==> config.mk <==
export PLATFORM = sky130hd
export DESIGN_NAME = dma_line_unpacker
export DESIGN_NICKNAME = d
export VERILOG_FILES = /design/src/rtl/afu_pkg.sv /design/src/rtl/dma_line_unpacker.sv
export SDC_FILE = /design/constraint.sdc
export NUM_CORES = 2
export LEC_CHECK = 0
export ABC_CLOCK_PERIOD_IN_PS = 3600
export BUFFER_PORTS_ARGS = -buffer_cell sky130_fd_sc_hd__buf_4
export CAP_MARGIN = 20
export CORE_MARGIN = 2
export CORE_UTILIZATION = 49
export CTS_CLUSTER_DIAMETER = 120
export DETAILED_ROUTE_END_ITERATION = 12
export PLACE_DENSITY = 0.76
export SLEW_MARGIN = 10
export SYNTH_ARGS = -nofsm -noshare
export SYNTH_HDL_FRONTEND = slang
export SYNTH_SLANG_ARGS = --single-unit
==> constraint.sdc <==
create_clock -name clk -period 3.6 [get_ports clk]
set_clock_uncertainty 0.05 [all_clocks]
set_input_delay 0.72 -clock clk [delete_from_list [all_inputs] [get_ports clk]]
set_output_delay 0.72 -clock clk [all_outputs]
set_load 0.02 [all_outputs]
==> src/rtl/afu_pkg.sv <==
// Shared AFU constants and types for the cache-line read path.
package afu_pkg;

  localparam int CL_DATA_WIDTH = 512;
  localparam int WORD_WIDTH    = 32;
  localparam int SIZE_WIDTH    = 65;
  localparam int WORDS_PER_CL  = CL_DATA_WIDTH / WORD_WIDTH;

  typedef logic [SIZE_WIDTH-1:0] count_t;

  typedef enum logic [1:0] {
    ST_IDLE  = 2'd0,
    ST_FETCH = 2'd1,
    ST_DRAIN = 2'd2,
    ST_DONE  = 2'd3
  } t_unpack_state;

endpackage

==> src/rtl/dma_line_unpacker.sv <==
// Pops cache lines from a show-ahead DMA read FIFO and streams them out as
// WORD_WIDTH words, low word first, counting lines against a programmed size.
module dma_line_unpacker
  import afu_pkg::*;
#(
  parameter int CL_DATA_WIDTH = afu_pkg::CL_DATA_WIDTH,
  parameter int WORD_WIDTH    = afu_pkg::WORD_WIDTH,
  parameter int SIZE_WIDTH    = afu_pkg::SIZE_WIDTH
) (
  input  logic                     clk,
  input  logic                     rst_n,
  input  logic                     go,
  input  logic [SIZE_WIDTH-1:0]    num_lines,
  input  logic                     dma_empty,
  input  logic [CL_DATA_WIDTH-1:0] dma_rd_data,
  output logic                     dma_rd_en,
  output logic                     out_valid,
  input  logic                     out_ready,
  output logic [WORD_WIDTH-1:0]    out_data,
  output logic                     out_last,
  output logic                     done,
  output t_unpack_state            o_dbg_state
);

  localparam int WPL   = CL_DATA_WIDTH / WORD_WIDTH;
  localparam int IDX_W = $clog2(WPL);
  localparam logic [IDX_W-1:0] LAST_IDX = IDX_W'(WPL - 1);

  // Handshake: a word moves on any cycle where out_valid && out_ready. Once
  // out_valid rises, out_data/out_last hold until that beat happens.

  t_unpack_state            r_state;
  t_unpack_state            w_next_state;
  logic [CL_DATA_WIDTH-1:0] r_line;
  logic [IDX_W-1:0]         r_word_idx;
  logic [SIZE_WIDTH-1:0]    r_lines_rem;

  logic w_beat;
  logic w_last_word;
  logic w_lines_zero;
  logic w_pop;
  logic w_start;

  assign w_beat       = (r_state == ST_DRAIN) && out_ready;
  assign w_last_word  = (r_word_idx == LAST_IDX);
  assign w_lines_zero = (r_lines_rem == '0);

  always_comb begin
    w_next_state = r_state;
    w_pop        = 1'b0;
    w_start      = 1'b0;
    case (r_state)
      ST_IDLE, ST_DONE: begin
        if (go) begin
          w_start      = 1'b1;
          w_next_state = (num_lines == '0) ? ST_DONE : ST_FETCH;
        end
      end
      ST_FETCH: begin
        if (!dma_empty) begin
          w_pop        = 1'b1;
          w_next_state = ST_DRAIN;
        end
      end
      ST_DRAIN: begin
        // Reloading on the last-word beat keeps the stream gap-free.
        if (w_beat && w_last_word) begin
          if (w_lines_zero) begin
            w_next_state = ST_DONE;
          end else if (!dma_empty) begin
            w_pop = 1'b1;
          end else begin
            w_next_state = ST_FETCH;
          end
        end
      end
      default: w_next_state = ST_IDLE;
    endcase
  end

  always_ff @(posedge clk or negedge rst_n) begin
    if (!rst_n) begin
      r_state     <= ST_IDLE;
      r_line      <= '0;
      r_word_idx  <= '0;
      r_lines_rem <= '0;
    end else begin
      r_state <= w_next_state;

      if (w_start) begin
        r_lines_rem <= num_lines;
      end else if (w_pop) begin
        r_lines_rem <= r_lines_rem - SIZE_WIDTH'(1);
      end

      if (w_pop) begin
        r_line     <= dma_rd_data;
        r_word_idx <= '0;
      end else if (w_beat) begin
        r_line     <= r_line >> WORD_WIDTH;
        r_word_idx <= r_word_idx + IDX_W'(1);
      end
    end
  end

  assign dma_rd_en   = w_pop;
  assign out_valid   = (r_state == ST_DRAIN);
  assign out_data    = r_line[WORD_WIDTH-1:0];
  assign out_last    = (r_state == ST_DRAIN) && w_last_word && w_lines_zero;
  assign done        = (r_state == ST_DONE);
  assign o_dbg_state = r_state;

endmodule

==> impl_metrics.env <==
export IMPL_outcome="complete, but fails checks"
export IMPL_violations="negative setup slack"
export IMPL_crit_type="reg2out"
export IMPL_drtIter0Drc=2941
export IMPL_reg2reg_from="r_lines_rem[45]$_DFFE_PN0P_"
export IMPL_cts_hold_buffers=0
export IMPL_synthTopCellsByArea="dfrtp_1, nand2_1, a31oi_1"
export IMPL_grt_remaining_overflow=0
export IMPL_final_core_util=0.637
export IMPL_layout_setup_ws_ns=-0.0338
export IMPL_grt_first_pass_wirelength_um=139000
export IMPL_cap_violations=0
export IMPL_fp_coreArea_sq_um=55400
export IMPL_async_flop_share=1.00
export IMPL_synth_top_area_frac=0.529
export IMPL_synth_edf_count=0
export IMPL_vdd_drop_max_v=0.000464
export IMPL_worst_slew_pin_slew_ns=1.07
export IMPL_synth_fp_nets=3914
export IMPL_insertion_delay_ns=0.64
export IMPL_die_area_sq_um=58200
export IMPL_grt_busiest_layer="met2"
export IMPL_dp_final_hpwl_um=66400
export IMPL_cp_arrival_ns=2.86
export IMPL_drtAntennaViolNets=0
export IMPL_rsz0062_at_grt="true"
export IMPL_drt_wl_total_um=93200
export IMPL_critPathMaxFanout=3
export IMPL_cts_buffer_depth=3
export IMPL_mostFrequentLayoutCell="nand2_1"
export IMPL_fmax_ghz=0.275
export IMPL_ios=620
export IMPL_syn_inst=3327
export IMPL_hold_class="in2async"
export IMPL_via_per_inst=5.74
export IMPL_vias=26661
export IMPL_ys_ff_latch=583
export IMPL_clkTransAtPathRegs_ns=0.07
export IMPL_die_height_um=241
export IMPL_drv_slew=0
export IMPL_num_nets_final=4411
export IMPL_antenna_found_initial=20
export IMPL_ys_flop_type="dfrtp_1"
export IMPL_yosysUniqueCellTypes=54
export IMPL_start_kind="flop"
export IMPL_pre_cts_ws_ns=0.205
export IMPL_leakage_nw=16.6
export IMPL_gr_usage_met2=0.497
export IMPL_synth_largest_area_cell="dfrtp_1"
export IMPL_setup_viol_count_final=2
export IMPL_avgSynthCellArea_sq_um=8.30
export IMPL_globalplace_congestion=0.940
export IMPL_grt_use_total=0.309
export IMPL_crit_path_start="r_lines_rem[45]$_DFFE_PN0P_"
export IMPL_rows=86
export IMPL_dpl_instance_area_sq_um=32700
export IMPL_wl_per_cell_um=20.1
export IMPL_crit_required_ns=2.83
export IMPL_relSlewSlack=0.285
export IMPL_finalCritPeriodShare=1.01
export IMPL_placed_cells=4496
export IMPL_cts_tree="yes"
export IMPL_stdcell_area_sq_um=35300
export IMPL_firstDrtPassIters=6
export IMPL_grt_max_degree=195
export IMPL_final_cells=4641
export IMPL_drive_gt1_frac=0.222
export IMPL_min_period_ns=3.63
export IMPL_portBuffers=619
export IMPL_power_density_nw_per_um2=848
export IMPL_fp_dieW_um=241
export IMPL_drc=0
export IMPL_area_delta_synth_final_pct=27.8
export IMPL_p_total_mw=29.9
export IMPL_h_tree_depth=2
export IMPL_fill_cells=4588
export IMPL_clkSinkCount=583
export IMPL_cts_inserted_buffers=61
export IMPL_mostFrequentLayoutCells="nand2_1, buf_4, dfrtp_1"
export IMPL_grtUsageMet3=0.0670
export IMPL_hold_viol_final=0
export IMPL_grt_use_met1=0.403
export IMPL_ys_warn_count=0
export IMPL_grt_pass1_vias=24817
export IMPL_root_buffer="clkbuf_16"
export IMPL_netlist_area_sq_um=27600
export IMPL_synth_seq_area_share=0.529
export IMPL_critPathCaptureType="primary output"
export IMPL_start_util=0.498
## synth_stat cells, types with 6 or more instances
cell         n
a211o_1      9
a21oi_1     17
a221o_1     16
a31oi_1    495
and3_1       8
buf_2       76
buf_4       78
clkbuf_1   135
dfrtp_1    583
inv_1        7
nand2_1   1071
nand2b_1     6
nand3_1     74
nand4_1     20
nor2_1     525
nor3_1      25
nor4_1      25
o211ai_1     7
o21ai_0     13
o311ai_0    12
o31ai_1      7
o41ai_1      9
or3_1       24
or4_1       19
## logic make-up (layout without fill, tap and decap cells)
logic type / Yosys count / after routing / synth area share
other: 0 / 16 / 0
muxes: 2 / 2 / 0.000771
adders and majority gates: 5 / 5 / 0.00227
DFF: 583 / 583 / 0.529
buffers and inverters: 300 / 850 / 0.0554
and+or+nand+nor: 1812 / 1812 / 0.263
AOI/OAI and AO/OA: 616 / 616 / 0.147
xor gates and xnor gates: 9 / 9 / 0.00286
## metal layers
metal / up-vias / part of all wire
met4: 18 / 0.045
met2: 1219 / 0.48
met1: 12808 / 0.39
met5: - / 0.0013
met3: 250 / 0.086
li1: 12366 / -
## worst paths after layout
check                                               end  slack (ns)  cells after the start
worst max register to register  r_line[201]$_DFFE_PN0P_        0.09                     12
worst min-delay path            r_line[156]$_DFFE_PN0P_        0.04                      1
worst max-delay path                          dma_rd_en       -0.03                      7
max in group asynchronous       r_line[447]$_DFFE_PN0P_        2.45                      2
min in group clk                r_line[484]$_DFFE_PN0P_        0.22                      3
worst min register to register  r_line[509]$_DFFE_PN0P_        0.45                      2
## power by group
part           internal, mW  switching [mW]
clock                  4.42            2.78
sequential             9.99            2.18
combinational          4.50            6.05
## state kept, by name (all words and copies together), names as in the netlist
signal	count
r_line	512
r_lines_rem	65
r_word_idx	4
o_dbg_state	2
## timing repair
action / in CTS / in global routing
pin swaps: 7 / 6
resized for setup: 12 / 15
setup buffers: 8 / 5
setup endpoints to repair: 2 / 5
## critical path, cell delays in order, from the launching register on
cell and delay (ns):
dfrtp_1 0.40, or4_4 0.54, or4_4 0.54, buf_6 0.16, nor3_4 0.18, a41o_4 0.25
inv_4 0.04, buf_6 0.12
## stage by stage
step / hold WS, ns / TNS (ns)
5_1_grt: 0.0767 / -0.250
3_5_place_dp: 0.434 / 0
4_1_cts: 0.0719 / -0.152
2_1_floorplan: 0.374 / 0
3_3_place_gp: 0.429 / 0
6_report: 0.0420 / -0.0632
## final cells by class
| class | instances | area (sq um) | area share |
|---|---|---|---|
| clock buffers | 86 | 1800 | 0.0511 |
| multi-input cells | 2444 | 11600 | 0.328 |
| inverters | 8 | 32.5 | 0.000922 |
| clock inverters | 30 | 512 | 0.0145 |
| flip-flops and latches | 583 | 14600 | 0.414 |
| well taps | 748 | 936 | 0.0265 |
| diodes | 16 | 40.0 | 0.00113 |
| repair buffers | 726 | 5780 | 0.164 |
(Power assumes the default switching activity.)
